$ cat config.mk
export PLATFORM = sky130hd
export DESIGN_NAME = fragment_serializer
export DESIGN_NICKNAME = d
export VERILOG_FILES = /design/src/rtl/fragment_serializer.sv
export SDC_FILE = /design/constraint.sdc
export NUM_CORES = 1
export LEC_CHECK = 0
export CAP_MARGIN = 25
export CORE_MARGIN = 3
export CORE_UTILIZATION = 48
export CTS_BUF_LIST = sky130_fd_sc_hd__clkbuf_2
export CTS_CLUSTER_SIZE = 14
export DETAILED_ROUTE_END_ITERATION = 16
export PLACE_DENSITY_LB_ADDON = 0.05
export REMOVE_ABC_BUFFERS = 1
export SYNTH_ARGS = -nofsm -noshare
export SYNTH_HDL_FRONTEND = slang
export SYNTH_SLANG_ARGS = --single-unit
$ cat constraint.sdc
create_clock -name clk -period 6.6 [get_ports clk]
set_clock_uncertainty 0.15 [all_clocks]
set_input_delay 0.99 -clock clk [delete_from_list [all_inputs] [get_ports clk]]
set_output_delay 0.99 -clock clk [all_outputs]
set_load 0.005 [all_outputs]
$ cat src/rtl/fragment_serializer.sv
// Quad-to-fragment serializer: accepts 2x2 pixel quads with a coverage mask and
// emits one fragment per covered pixel, lowest mask bit first, to the ROP.
module fragment_serializer (
  input  logic        clk,
  input  logic        rst,
  input  logic        flush,
  input  logic        in_valid,
  output logic        in_ready,
  input  logic [31:0] in_x,
  input  logic [31:0] in_y,
  input  logic [3:0]  in_mask,
  input  logic [31:0] in_const_color_argb,
  input  logic        in_tex_enable,
  output logic        out_valid,
  input  logic        out_ready,
  output logic [31:0] out_x,
  output logic [31:0] out_y,
  output logic [31:0] out_color_argb,
  output logic        out_tex_enable,
  output logic        out_last,
  output logic [31:0] frag_count,
  output logic [31:0] empty_quad_count,
  output logic        busy
);

  typedef enum logic {IDLE, EMIT} state_e;

  state_e      state_q;
  logic [31:0] quad_x_q, quad_y_q, color_q;
  logic [31:0] frag_count_q, empty_count_q;
  logic [3:0]  rem_mask_q, rem_mask_d;
  logic        tex_en_q;

  logic [1:0]  sel_idx;
  logic [3:0]  sel_bit;
  logic        single_bit;
  logic        xfer, accept;

  // NOTE: every always_comb output gets a default first so no path leaves it
  // unassigned, which would otherwise infer a latch.
  always_comb begin
    sel_idx = 2'd0;
    sel_bit = 4'b0000;
    if (rem_mask_q[0]) begin
      sel_idx = 2'd0; sel_bit = 4'b0001;
    end else if (rem_mask_q[1]) begin
      sel_idx = 2'd1; sel_bit = 4'b0010;
    end else if (rem_mask_q[2]) begin
      sel_idx = 2'd2; sel_bit = 4'b0100;
    end else if (rem_mask_q[3]) begin
      sel_idx = 2'd3; sel_bit = 4'b1000;
    end
  end

  assign rem_mask_d = rem_mask_q & ~sel_bit;
  assign single_bit = (rem_mask_q != 4'd0) && ((rem_mask_q & (rem_mask_q - 4'd1)) == 4'd0);

  assign out_valid        = (state_q == EMIT);
  assign busy             = (state_q == EMIT);
  assign out_last         = (state_q == EMIT) && single_bit;
  // Ready on the final fragment's transfer cycle lets the next quad load with no bubble.
  assign in_ready         = (state_q == IDLE) || (out_ready && out_last);
  assign out_x            = quad_x_q + {31'd0, sel_idx[0]};
  assign out_y            = quad_y_q + {31'd0, sel_idx[1]};
  assign out_color_argb   = color_q;
  assign out_tex_enable   = tex_en_q;
  assign frag_count       = frag_count_q;
  assign empty_quad_count = empty_count_q;

  assign xfer   = out_valid && out_ready;
  assign accept = in_valid && in_ready;

  // NOTE: state registers use non-blocking assignments only; where both the
  // transfer and the accept branch write a register, the later (accept) wins.
  always_ff @(posedge clk or posedge rst) begin
    if (rst) begin
      state_q       <= IDLE;
      rem_mask_q    <= 4'd0;
      quad_x_q      <= 32'd0;
      quad_y_q      <= 32'd0;
      color_q       <= 32'd0;
      tex_en_q      <= 1'b0;
      frag_count_q  <= 32'd0;
      empty_count_q <= 32'd0;
    end else if (flush) begin
      state_q    <= IDLE;
      rem_mask_q <= 4'd0;
    end else begin
      if (xfer) begin
        rem_mask_q   <= rem_mask_d;
        frag_count_q <= frag_count_q + 32'd1;
        if (rem_mask_d == 4'd0) state_q <= IDLE;
      end
      if (accept) begin
        if (in_mask != 4'd0) begin
          state_q    <= EMIT;
          rem_mask_q <= in_mask;
          quad_x_q   <= in_x;
          quad_y_q   <= in_y;
          color_q    <= in_const_color_argb;
          tex_en_q   <= in_tex_enable;
        end else begin
          state_q       <= IDLE;
          empty_count_q <= empty_count_q + 32'd1;
        end
      end
    end
  end

endmodule

**After elaboration in Yosys (flattened, before gate mapping)**

Index checks and enable logic that the tools add are counted.

- $add $sub $neg: 5
- Muxes and demuxes: 17
- Bitwise operators: 6
- Reduce and logical (&&, ||, !) cells: 16

Operators by type and width:

| cell | count |
|---|---|
| 32-bit by 1-bit adder with 32-bit output | 2 |
| 32-bit by 1-bit adder with 32-bit output, second input constant | 2 |
| 4-bit two-way mux | 8 |
| 4-bit bitwise AND | 2 |
| 4-bit zero test | 2 |
| 2-bit two-way mux | 4 |
| 4-bit nonzero test | 2 |
| 3-bit AND reduction | 2 |
| 3-bit nonzero test | 2 |
| 1-bit logical AND | 5 |
| 1-bit two-way mux | 5 |
| 4-bit inverter | 1 |
| 2-bit AND reduction | 2 |
| 4-bit by 1-bit subtractor with 4-bit output, second input constant | 1 |
| 1-bit inverter | 3 |
| 1-bit logical OR | 1 |

- Bits in registers: 166
- Input port bits: 106
- Output and inout bits: 165
- Word-level logic and storage cells: 52

**Depth between registers and ports, before layout**

Gate-level depths: netlist (run 1).

- Depth in word-level cells: 11
- Gate-level depth with buffers: 10
- Depth with buffers taken out: 9

**Worst setup path after synthesis (run 1)**

Ideal clock, no wire load.

- Path kind: register to output
- Start: register rem_mask_q[0]
- End: output out_y[27]
- Data arrival time: 1.996 ns
- Data required time: 5.460 ns
- Setup slack: 3.464 ns
- Stages on the path, launching flop included: 9
- Path buffers: 1
- Cell sequence: dfrtp_1 > buf_4 > nor3_1 > ha_1 > nand3_1 > nor4_4 > and4_1 > nand3_1 > xnor2_1

- Cells in the longest elaborated chain, start to end: 2

Ends and longest elaborated chain:

| what | RTL line | text |
|---|---|---|
| start, declared | 31 | `logic [3:0] rem_mask_q, rem_mask_d;` |
| start signal, assigned | 90 | `rem_mask_q <= rem_mask_d;` |
| start signal, assigned | 97 | `rem_mask_q <= in_mask;` |
| 2-bit two-way mux | 44 | `if (rem_mask_q[0]) begin` |
| 32-bit by 1-bit adder with 32-bit output | 64 | `assign out_y = quad_y_q + {31'd0, sel_idx[1]};` |
| end, declared | 17 | `output logic [31:0] out_y,` |

No other way between the ends.

**Worst setup path in the final report (run 1)**

- Start: register rem_mask_q[1]
- End: output out_x[24]

- Cells in the longest elaborated chain, start to end: 3

Ends and longest elaborated chain:

| what | RTL line | text |
|---|---|---|
| 2-bit two-way mux | 46 | `end else if (rem_mask_q[1]) begin` |
| 2-bit two-way mux | 44 |  |
| 32-bit by 1-bit adder with 32-bit output | 63 | `assign out_x = quad_x_q + {31'd0, sel_idx[0]};` |
| end, declared | 16 | `output logic [31:0] out_x,` |

No other way between the ends.

==> out/qor.yml, run 1 <==
post-synth-top-area-cell: "dfrtp_1"
floorplan.rows: 47
synth.avg_cell_area_um2: 12.1
synth_ff_type: "dfrtp_1"
r2r_start: "rem_mask_q[1]$_DFF_PP0_"
first_pass_grt_wire_length_um: 33000
pwr_density_cell_mw_per_mm2: 230
fmax_ghz: 0.210
min_period_over_period: 0.723
crit_path_start: "rem_mask_q[1]$_DFF_PP0_"
worstSetupEndpointType: "output port"
ant_nets: 0
crit_path_start_kind: "flop"
setup.worst_path.end: "out_x[24]"
dr.pass1.iters: 7
min_period_ps: 4770
synth.cell_area_mm2: 0.00831
timing.final.ws_setup_ps: 1830
grt_start_max_net_pins: 109
yosysSeqAreaShare: 0.500
yosysWarningCount: 0
grt_antenna_before_repair: 1
cts_inserted_buffers: 17
path_clk_slew_ps: 270
regArea_mm2: 0.00415
synthTopCellsByArea: "dfrtp_1 50%, xnor2_1 9.5%, mux2_2 9.4%, mux2_4 5.4%, xor2_1 3.4%"
cts.htree.levels: 4
cts.root.buffer_cell: "clkbuf_2"
route.vias.total: 6255
post_cts_resized: 0
count_of_routing_violations_after_the_opening_detailed_route_iteration: 379
numPortBuffers: 270
cts_setup_buffers: 0
clock-sinks: 166
post_synth_num_cell_types: 44
finalMaxSlewViolations: 0
cap_violations: 0
pwr-share-seq: 0.499
gp_congestion: 0.855
total_switching_power_w: 0.000776
synthDominantCellAreaShare: 0.500
grt-ovfl-total: 0
worstPathMaxFanout: 9
rsz0062_at_grt: "false"
netlist_instances: 688
globalRouteMet2Util: 0.369
routed_wirelength_um: 21300
preCtsSetupSlack_ps: 2620
met3_usage_grt: 0.0716
clk-insertion-delay-late_ps: 730
floorplan.initialDensity: 0.496
cell_internal_pwr_w: 0.00185
die_width_um: 138
final_layout_size_suffix_gt1_frac: 0.158
design.portCount: 271
timing_worst_setup_path_type: "flop to output port"
ff2ff_path_depth: 6
most_crowded_layer_gr: "met2"
fin_cells: 1197
tritoncts: "yes"
synthArstFlopShare: 1.00
worstHoldPathType: "input port to async pin"
ctsLongestPathBuffers: 2
number_of_synthesized_flops_with_an_enable_pin: 0
report.final.hold_viol_count: 0
maxSlewHeadroom: 0.495
drcViolationCount: 0
dpl.cell_count: 1161
tns_ps: 0
layout.filler_cells: 1282
global_route.usage.met1: 0.281
tightest_slew_ps: 757
post-route-util: 0.681
first_global_vias: 6281
reg2reg_to: "quad_x_q[27]$_DFFE_PP0P_"
synth-seq-cells: 166
routed_wire_length_per_instance_um: 17.8
layout.cells.most_common: "clkdlybuf4s50_1"
layout-area-overhead-vs-synth_pct: 37.3
finish.net_count: 1073
vias_per_cell: 5.23
run_status: "finished, final reports clean"
die-area_mm2: 0.0189
cp.arrival_ps: 3630
final_setup_viols: 0
layout.cells.most_common_list: "270 x clkdlybuf4s50_1, 166 x dfrtp_1, 90 x xnor2_1, 69 x mux2_2, 52 x nand2_1"
multi_input_comb_area_mm2: 0.00392
power_frac_comb: 0.289
power.static_leakage_nw: 4.73
grt.total_usage: 0.223
hold_buffers: 0
die-height_um: 138
clock_power_share: 0.212
core_mm2: 0.0168
cp_data_required_time_ps: 5460
vdd.ir_drop.worst_mv: 0.140
regToRegSetupSlack_ps: 3440
p_sw_frac: 0.296
detailedPlacementHpwl_um: 15900
[worst min path at each step]
| stage | to | start | slack, ps | cells after the start |
|---|---|---|---|---|
| 2_1_floorplan | frag_count[31]$_DFFE_PP0P_ | frag_count[31]$_DFFE_PP0P_ | 310 | 1 |
| 3_3_place_gp | frag_count[31]$_DFFE_PP0P_ | frag_count[31]$_DFFE_PP0P_ | 310 | 1 |
| 3_5_place_dp | frag_count[31]$_DFFE_PP0P_ | frag_count[31]$_DFFE_PP0P_ | 310 | 1 |
| 4_1_cts | frag_count[31]$_DFFE_PP0P_ | frag_count[31]$_DFFE_PP0P_ | 340 | 1 |
| 5_1_grt | out_color_argb[30]$_DFFE_PP0P_ | rst | 240 | 2 |
| 6_report | out_color_argb[30]$_DFFE_PP0P_ | rst | 340 | 2 |
[metal layers]
metal  routed length [um]  vias to the layer above
met4                  393                        0
met3                 1680                       27
met1                 8560                     3063
li1                     -                     2970
met5                    0                        -
met2                10700                      195
[power groups by stage]
stage	combinational [W]	clock (W)	sequential, W
after floorplan	0.000325	0	0.00130
after global placement	0.000750	0	0.00132
after detailed placement	0.000763	0	0.00133
after CTS	0.000768	0.000573	0.00131
after global routing	0.000816	0.000620	0.00134
final	0.000759	0.000555	0.00131
[area by class of cell]
cell class | instances | area share
Multi-Input combinational cell | 488 | 0.344
Antenna cell | 3 | 0.000658
Clock inverter | 15 | 0.0134
Inverter | 14 | 0.00504
Timing Repair Buffer | 274 | 0.241
Tap cell | 220 | 0.0241
Clock buffer | 17 | 0.00746
Sequential cell | 166 | 0.364
[sequential cells by signal (all words and copies together), names as in the netlist]
| name | count |
|---|---|
| empty_quad_count | 32 |
| frag_count | 32 |
| out_color_argb | 32 |
| quad_x_q | 32 |
| quad_y_q | 32 |
| rem_mask_q | 4 |
| busy | 1 |
| out_tex_enable | 1 |
[kinds of logic (layout without fill, tap and decap cells)]
family                   count (synthesis)  in the layout  synth area share
flip-flops                             166            166             0.500
AO/OA/AOI/OAI                           19             19            0.0181
XOR/XNOR                               123            123             0.131
other                                    0              3                 0
adder cells (fa/ha/maj)                  7              7            0.0102
multiplexers                            99             99             0.148
buffers and inverters                   34            320            0.0277
AND/OR/NAND/NOR                        240            240             0.166
[worst max-delay path, stage by stage, from the launching register on]
cell and delay, ps:
dfrtp_1 610, a21oi_1 70, nor2_1 110, ha_1 240
ha_1 290, nand4_1 300, nor3_2 450, nand4_1 170
xnor2_1 170, clkdlybuf4s50_1 520
[cells in the mapped netlist, types with 4 or more instances]
cell      instances
nor2_1           35
nor3_2            4
nand2_1          52
mux2_4           30
dfrtp_1         166
buf_4            10
and3_1           20
nand3_1          44
xor2_1           32
nor3_1           14
nand4_1          40
and4_1           10
o21ai_0           4
ha_1              6
nor4_4            5
mux2_2           69
clkbuf_1          4
xnor2_1          90
inv_1            14
[metrics by stage]
step / area (um2) / hold slack [ps] / power, W
finish: 11400 / 336 / 0.00262
global route: 11400 / 235 / 0.00277
CTS: 11400 / 339 / 0.00265
global placement: 11100 / 308 / 0.00207
floorplan: 8130 / 315 / 0.00163
detailed placement: 11100 / 311 / 0.00209
Note: power is estimated with default switching activity, not from simulation.
==> run 2: changes to the inputs <==
Clock period 6.6 ns to 4.8 ns, I/O delays scaled along.
==> run 2 against run 1 <==
- utilization decreased by 0.13 points
- die area stayed put
- combinational power increased by 40%
- hold slack got worse by 39 ps
- total power increased by 35%
- register-to-register slack worse by 1400 ps
==> out/qor.yml, run 2 (synthesis results as in run 1) <==
grt_antenna_before_repair: 1
design.portCount: 271
finish.net_count: 1074
layout.cells.most_common: "clkdlybuf4s50_1"
setup.worst_path.end: "out_x[24]"
cell_internal_pwr_w: 0.00249
cts.root.buffer_cell: "clkbuf_2"
min_period_ps: 4430
timing.final.ws_setup_ps: 367
die-area_mm2: 0.0189
post-route-util: 0.679
layout.cells.most_common_list: "270 x clkdlybuf4s50_1, 166 x dfrtp_1, 90 x xnor2_1, 69 x mux2_2, 52 x nand2_1"
p_sw_frac: 0.296
core_mm2: 0.0168
final_layout_size_suffix_gt1_frac: 0.160
grt.total_usage: 0.225
slowest_stage: "dfrtp_1"
die-height_um: 138
tns_ps: 0
min_period_over_period: 0.924
first_pass_grt_wire_length_um: 33700
crit_path_start: "rem_mask_q[1]$_DFF_PP0_"
routed_wire_length_per_instance_um: 18.2
finalMaxSlewViolations: 0
numPortBuffers: 270
drcViolationCount: 0
fmax_ghz: 0.226
clk-insertion-delay-late_ps: 700
cap_violations: 0
clock-sinks: 166
path_clk_slew_ps: 260
power.static_leakage_nw: 4.72
dpl.cell_count: 1163
rsz0062_at_grt: "false"
reg2reg_to: "quad_x_q[27]$_DFFE_PP0P_"
die_width_um: 138
dr.pass1.iters: 5
regToRegSetupSlack_ps: 2010
ant_nets: 0
count_of_routing_violations_after_the_opening_detailed_route_iteration: 386
r2r_start: "rem_mask_q[1]$_DFF_PP0_"
cts_inserted_buffers: 17
post_cts_resized: 0
routed_wirelength_um: 21800
run_status: "finished, final reports clean"
grt_start_max_net_pins: 100
cts.htree.levels: 4
floorplan.initialDensity: 0.496
preCtsSetupSlack_ps: 1120
ctsLongestPathBuffers: 2
layout-area-overhead-vs-synth_pct: 37.1
layout.filler_cells: 1306
route.vias.total: 6306
timing_worst_setup_path_type: "flop to output port"
first_global_vias: 6354
hold_buffers: 0
cp_data_required_time_ps: 3930
worst_path_largest_cell_delay_ps: 600
pwr_density_cell_mw_per_mm2: 311
maxSlewHeadroom: 0.500
pwr-share-seq: 0.509
cp.arrival_ps: 3560
detailedPlacementHpwl_um: 16500
fin_cells: 1197
power_frac_comb: 0.298
final_setup_viols: 0
tightest_slew_ps: 745
total_switching_power_w: 0.00105
grt-ovfl-total: 0
tritoncts: "yes"
worstPathMaxFanout: 9
ff2ff_path_depth: 6
vias_per_cell: 5.27
worstHoldPathType: "input port to async pin"
floorplan.rows: 47
worstSetupEndpointType: "output port"
gp_congestion: 0.862
crit_path_start_kind: "flop"
report.final.hold_viol_count: 0
cts_setup_buffers: 0
vdd.ir_drop.worst_mv: 0.186
crit_chain: "a21oi_1 -> nor2_1 -> ha_1 -> ha_1 -> nand4_1 -> nor3_2 -> nand4_1 -> xnor2_1 -> clkdlybuf4s50_1"
clock_power_share: 0.192
[run 2: cell types whose count changed in the layout (fill, tap and decap cells not counted)]
cell / change
clkinv_4: -1
buf_16: -1
bufinv_16: -1
clkbuf_2: +3
clkinv_1: -1
buf_12: +2
inv_6: -3
clkinvlp_4: +3
diode_2: -1
[run 2: area by class of cell]
type / instances / area, um2 / area share
timing repair buffer: 275 / 2770 / 0.243
clock inverter: 12 / 106 / 0.00934
clock buffer: 20 / 100 / 0.00879
multi-input combinational: 488 / 3920 / 0.345
sequential: 166 / 4150 / 0.365
inverter: 14 / 57.6 / 0.00505
antenna: 2 / 5.00 / 0.000440
tap: 220 / 275 / 0.0242
[run 2: how the worst min path moves through the flow]
| stage | start | cells after the start | to | slack (ps) |
|---|---|---|---|---|
| floorplan | frag_count[31]$_DFFE_PP0P_ | 1 | frag_count[31]$_DFFE_PP0P_ | 310 |
| global placement | frag_count[31]$_DFFE_PP0P_ | 1 | frag_count[31]$_DFFE_PP0P_ | 310 |
| detailed placement | frag_count[31]$_DFFE_PP0P_ | 1 | frag_count[31]$_DFFE_PP0P_ | 310 |
| CTS | rst | 2 | out_color_argb[10]$_DFFE_PP0P_ | 260 |
| global route | rst | 2 | out_color_argb[31]$_DFFE_PP0P_ | 280 |
| finish | rst | 2 | out_color_argb[30]$_DFFE_PP0P_ | 300 |
[run 2: through the flow]
stage	power, W	cell area [um2]	hold WS, ps
detailed placement	0.00289	11200	314
floorplan	0.00224	8130	315
CTS	0.00358	11400	264
global placement	0.00285	11200	307
finish	0.00354	11400	297
global route	0.00374	11400	279
[run 2: worst max-delay path: cells and delay by family, from the launching register on]
family	cells	cell delay, ps
adder cells (fa/ha/maj)	2	510
AND/OR/NAND/NOR	4	1030
XOR/XNOR	1	160
AO/OA/AOI/OAI	1	70
buffers and inverters	1	510
flip-flops	1	600
[run 2: power by group through the flow]
| stage | clock network (W) | logic (W) | registers, W |
|---|---|---|---|
| after floorplan | 0 | 0.000447 | 0.00179 |
| after global placement | 0 | 0.00104 | 0.00181 |
| after detailed placement | 0 | 0.00106 | 0.00183 |
| after CTS | 0.000708 | 0.00107 | 0.00180 |
| after global routing | 0.000762 | 0.00114 | 0.00184 |
| final | 0.000680 | 0.00106 | 0.00180 |
[run 2: metal layers]
metal / global-route usage / part of all wire
met5: 0 / 0
met4: 0.0621 / 0.022
met3: 0.0643 / 0.066
met2: 0.378 / 0.50
met1: 0.286 / 0.41
==> run 3: changes to the inputs <==
Settings changed: CORE_UTILIZATION 48 to 43.
Clock period 4.8 ns to 4 ns, I/O delays scaled along.
==> run 3 against run 2 <==
- hold slack got worse by 130 ps
- clock-buffer cell count decreased by 3
- cell count increased by 5.1%
- utilization decreased by 5.5 points
- sequential share of layout area decreased by 1.1 points
- critical path depth increased by 1
- clock power increased by 35%
- sequential cell count unchanged
- die area increased by 11%
- critical path type unchanged
- largest power group unchanged
- highest routed layer unchanged
==> out/qor.yml, run 3 (synthesis results as in run 1) <==
finalMaxSlewViolations: 0
layout.cells.most_common: "clkdlybuf4s50_1"
cp.arrival_ps: 3050
detailedPlacementHpwl_um: 16100
timing_worst_setup_path_type: "flop to output port"
dr.pass1.iters: 5
multi_input_comb_area_mm2: 0.00401
min_period_over_period: 0.950
dpl.cell_count: 1203
numPortBuffers: 270
grt-ovfl-total: 0
crit_path_start_kind: "flop"
first_global_vias: 6425
layout.filler_cells: 1554
power.static_leakage_nw: 5.06
min_period_ps: 3800
routed_wire_length_per_instance_um: 17.2
finish.net_count: 1095
drcViolationCount: 0
fin_cells: 1258
count_of_routing_violations_after_the_opening_detailed_route_iteration: 300
die-area_mm2: 0.0210
vias_per_cell: 5.04
maxSlewHeadroom: 0.496
tritoncts: "yes"
route.vias.total: 6339
run_status: "finished, final reports clean"
gp_congestion: 0.892
routed_wirelength_um: 21600
worstSetupEndpointType: "output port"
regArea_mm2: 0.00416
fmax_ghz: 0.263
layout.cells.most_common_list: "245 x clkdlybuf4s50_1, 163 x dfrtp_1, 90 x xnor2_1, 69 x mux2_2, 50 x nand2_1"
cap_violations: 0
tightest_slew_ps: 756
core_mm2: 0.0188
die-height_um: 145
die_width_um: 145
ctsLongestPathBuffers: 2
layout-area-overhead-vs-synth_pct: 41.4
first_pass_grt_wire_length_um: 35000
design.portCount: 271
grt_antenna_before_repair: 2
rsz0062_at_grt: "true"
worstHoldPathType: "input port to async pin"
report.final.hold_viol_count: 0
worstPathMaxFanout: 4
ant_nets: 0
path_clk_slew_ps: 270
cts.htree.levels: 4
cts.root.buffer_cell: "clkbuf_2"
clock-sinks: 166
preCtsSetupSlack_ps: 377
timing.final.ws_setup_ps: 198
pwr_density_cell_mw_per_mm2: 369
cp_data_required_time_ps: 3250
tns_ps: 0
final_layout_size_suffix_gt1_frac: 0.197
grt_start_max_net_pins: 79
final_setup_viols: 0
grt.total_usage: 0.205
cts_inserted_buffers: 17
floorplan.rows: 50
clk-insertion-delay-late_ps: 720
hold_buffers: 0
vdd.ir_drop.worst_mv: 0.201
floorplan.initialDensity: 0.441
## run 3: changes by cell type in the layout (fill, tap and decap cells not counted), moves of 3 or more
cell             previous run  this run
dfrtp_2                     0         3
clkdlybuf4s50_1           270       245
and4_1                     10         7
dlymetal6s2s_1              0        17
clkinvlp_4                  6         1
dlygate4sd2_1               0         7
inv_6                       2         7
and4_4                      0         3
ha_1                        6         2
inv_8                       0         5
dfrtp_1                   166       163
buf_4                       3        24
## run 3: power breakdown
group | total, W | switching (W) | internal (W) | leakage [nW]
Combinational | 0.00126 | 0.000423 | 0.000833 | 2.83
Sequential | 0.00216 | 0.000246 | 0.00192 | 2.08
Clock | 0.000921 | 0.000662 | 0.000259 | 0.148
Total | 0.00434 | 0.00133 | 0.00301 | 5.06
## run 3: through the flow
step	util	hold WS [ps]	power (W)	area (um2)
after global placement	0.596	309	0.00342	11200
after floorplan	-	315	0.00268	8130
after CTS	0.618	129	0.00441	11600
after global routing	0.624	136	0.00459	11800
after detailed placement	0.596	313	0.00345	11200
final	0.624	164	0.00434	11800
## run 3: routing by layer
metal / vias to the layer above / GRT usage / routed length (um)
met4: 0 / 0.0494 / 323
li1: 3010 / - / -
met3: 16 / 0.0650 / 1360
met5: - / 0 / 0
met1: 3132 / 0.257 / 9090
met2: 181 / 0.346 / 10800
## run 3: layout make-up
| type | instances | share of cell area |
|---|---|---|
| Multi-Input combinational cell | 488 | 0.341 |
| Clock buffer | 17 | 0.00724 |
| Timing Repair Buffer | 296 | 0.251 |
| Sequential cell | 166 | 0.354 |
| Inverter | 14 | 0.00490 |
| Tap cell | 260 | 0.0277 |
| Antenna cell | 2 | 0.000426 |
| Clock inverter | 15 | 0.0135 |
## run 3: critical path, stage by stage (launching register included)
cell and delay (ps):
dfrtp_1 430, buf_4 130, a21oi_1 50, nor2_1 110, ha_2 260, ha_4 150
nand4_1 130, buf_4 170, nor3_1 180, xor2_1 190, clkdlybuf4s50_1 560
## run 3: final timing paths
kind	slack [ps]	startpoint	endpoint	cells past startpoint
min reg2reg	340	empty_quad_count[31]$_DFFE_PP0P_	empty_quad_count[31]$_DFFE_PP0P_	1
max reg2reg	1120	rem_mask_q[2]$_DFF_PP0_	out_color_argb[31]$_DFFE_PP0P_	8
min in group clk	330	in_y[0]	quad_y_q[0]$_DFFE_PP0P_	2
max in group asynchronous	2410	rst	quad_x_q[12]$_DFFE_PP0P_	3
min	160	rst	out_tex_enable$_DFFE_PP0P_	2
max	200	rem_mask_q[3]$_DFF_PP0_	out_x[18]	10
## run 3: what timing repair did
item / 4_1_cts / 5_1_grt
endpoints found under the setup margin: 37 / 32
setup buffers: 15 / 6
gates resized for setup: 26 / 26
pin swaps: 6 / 7
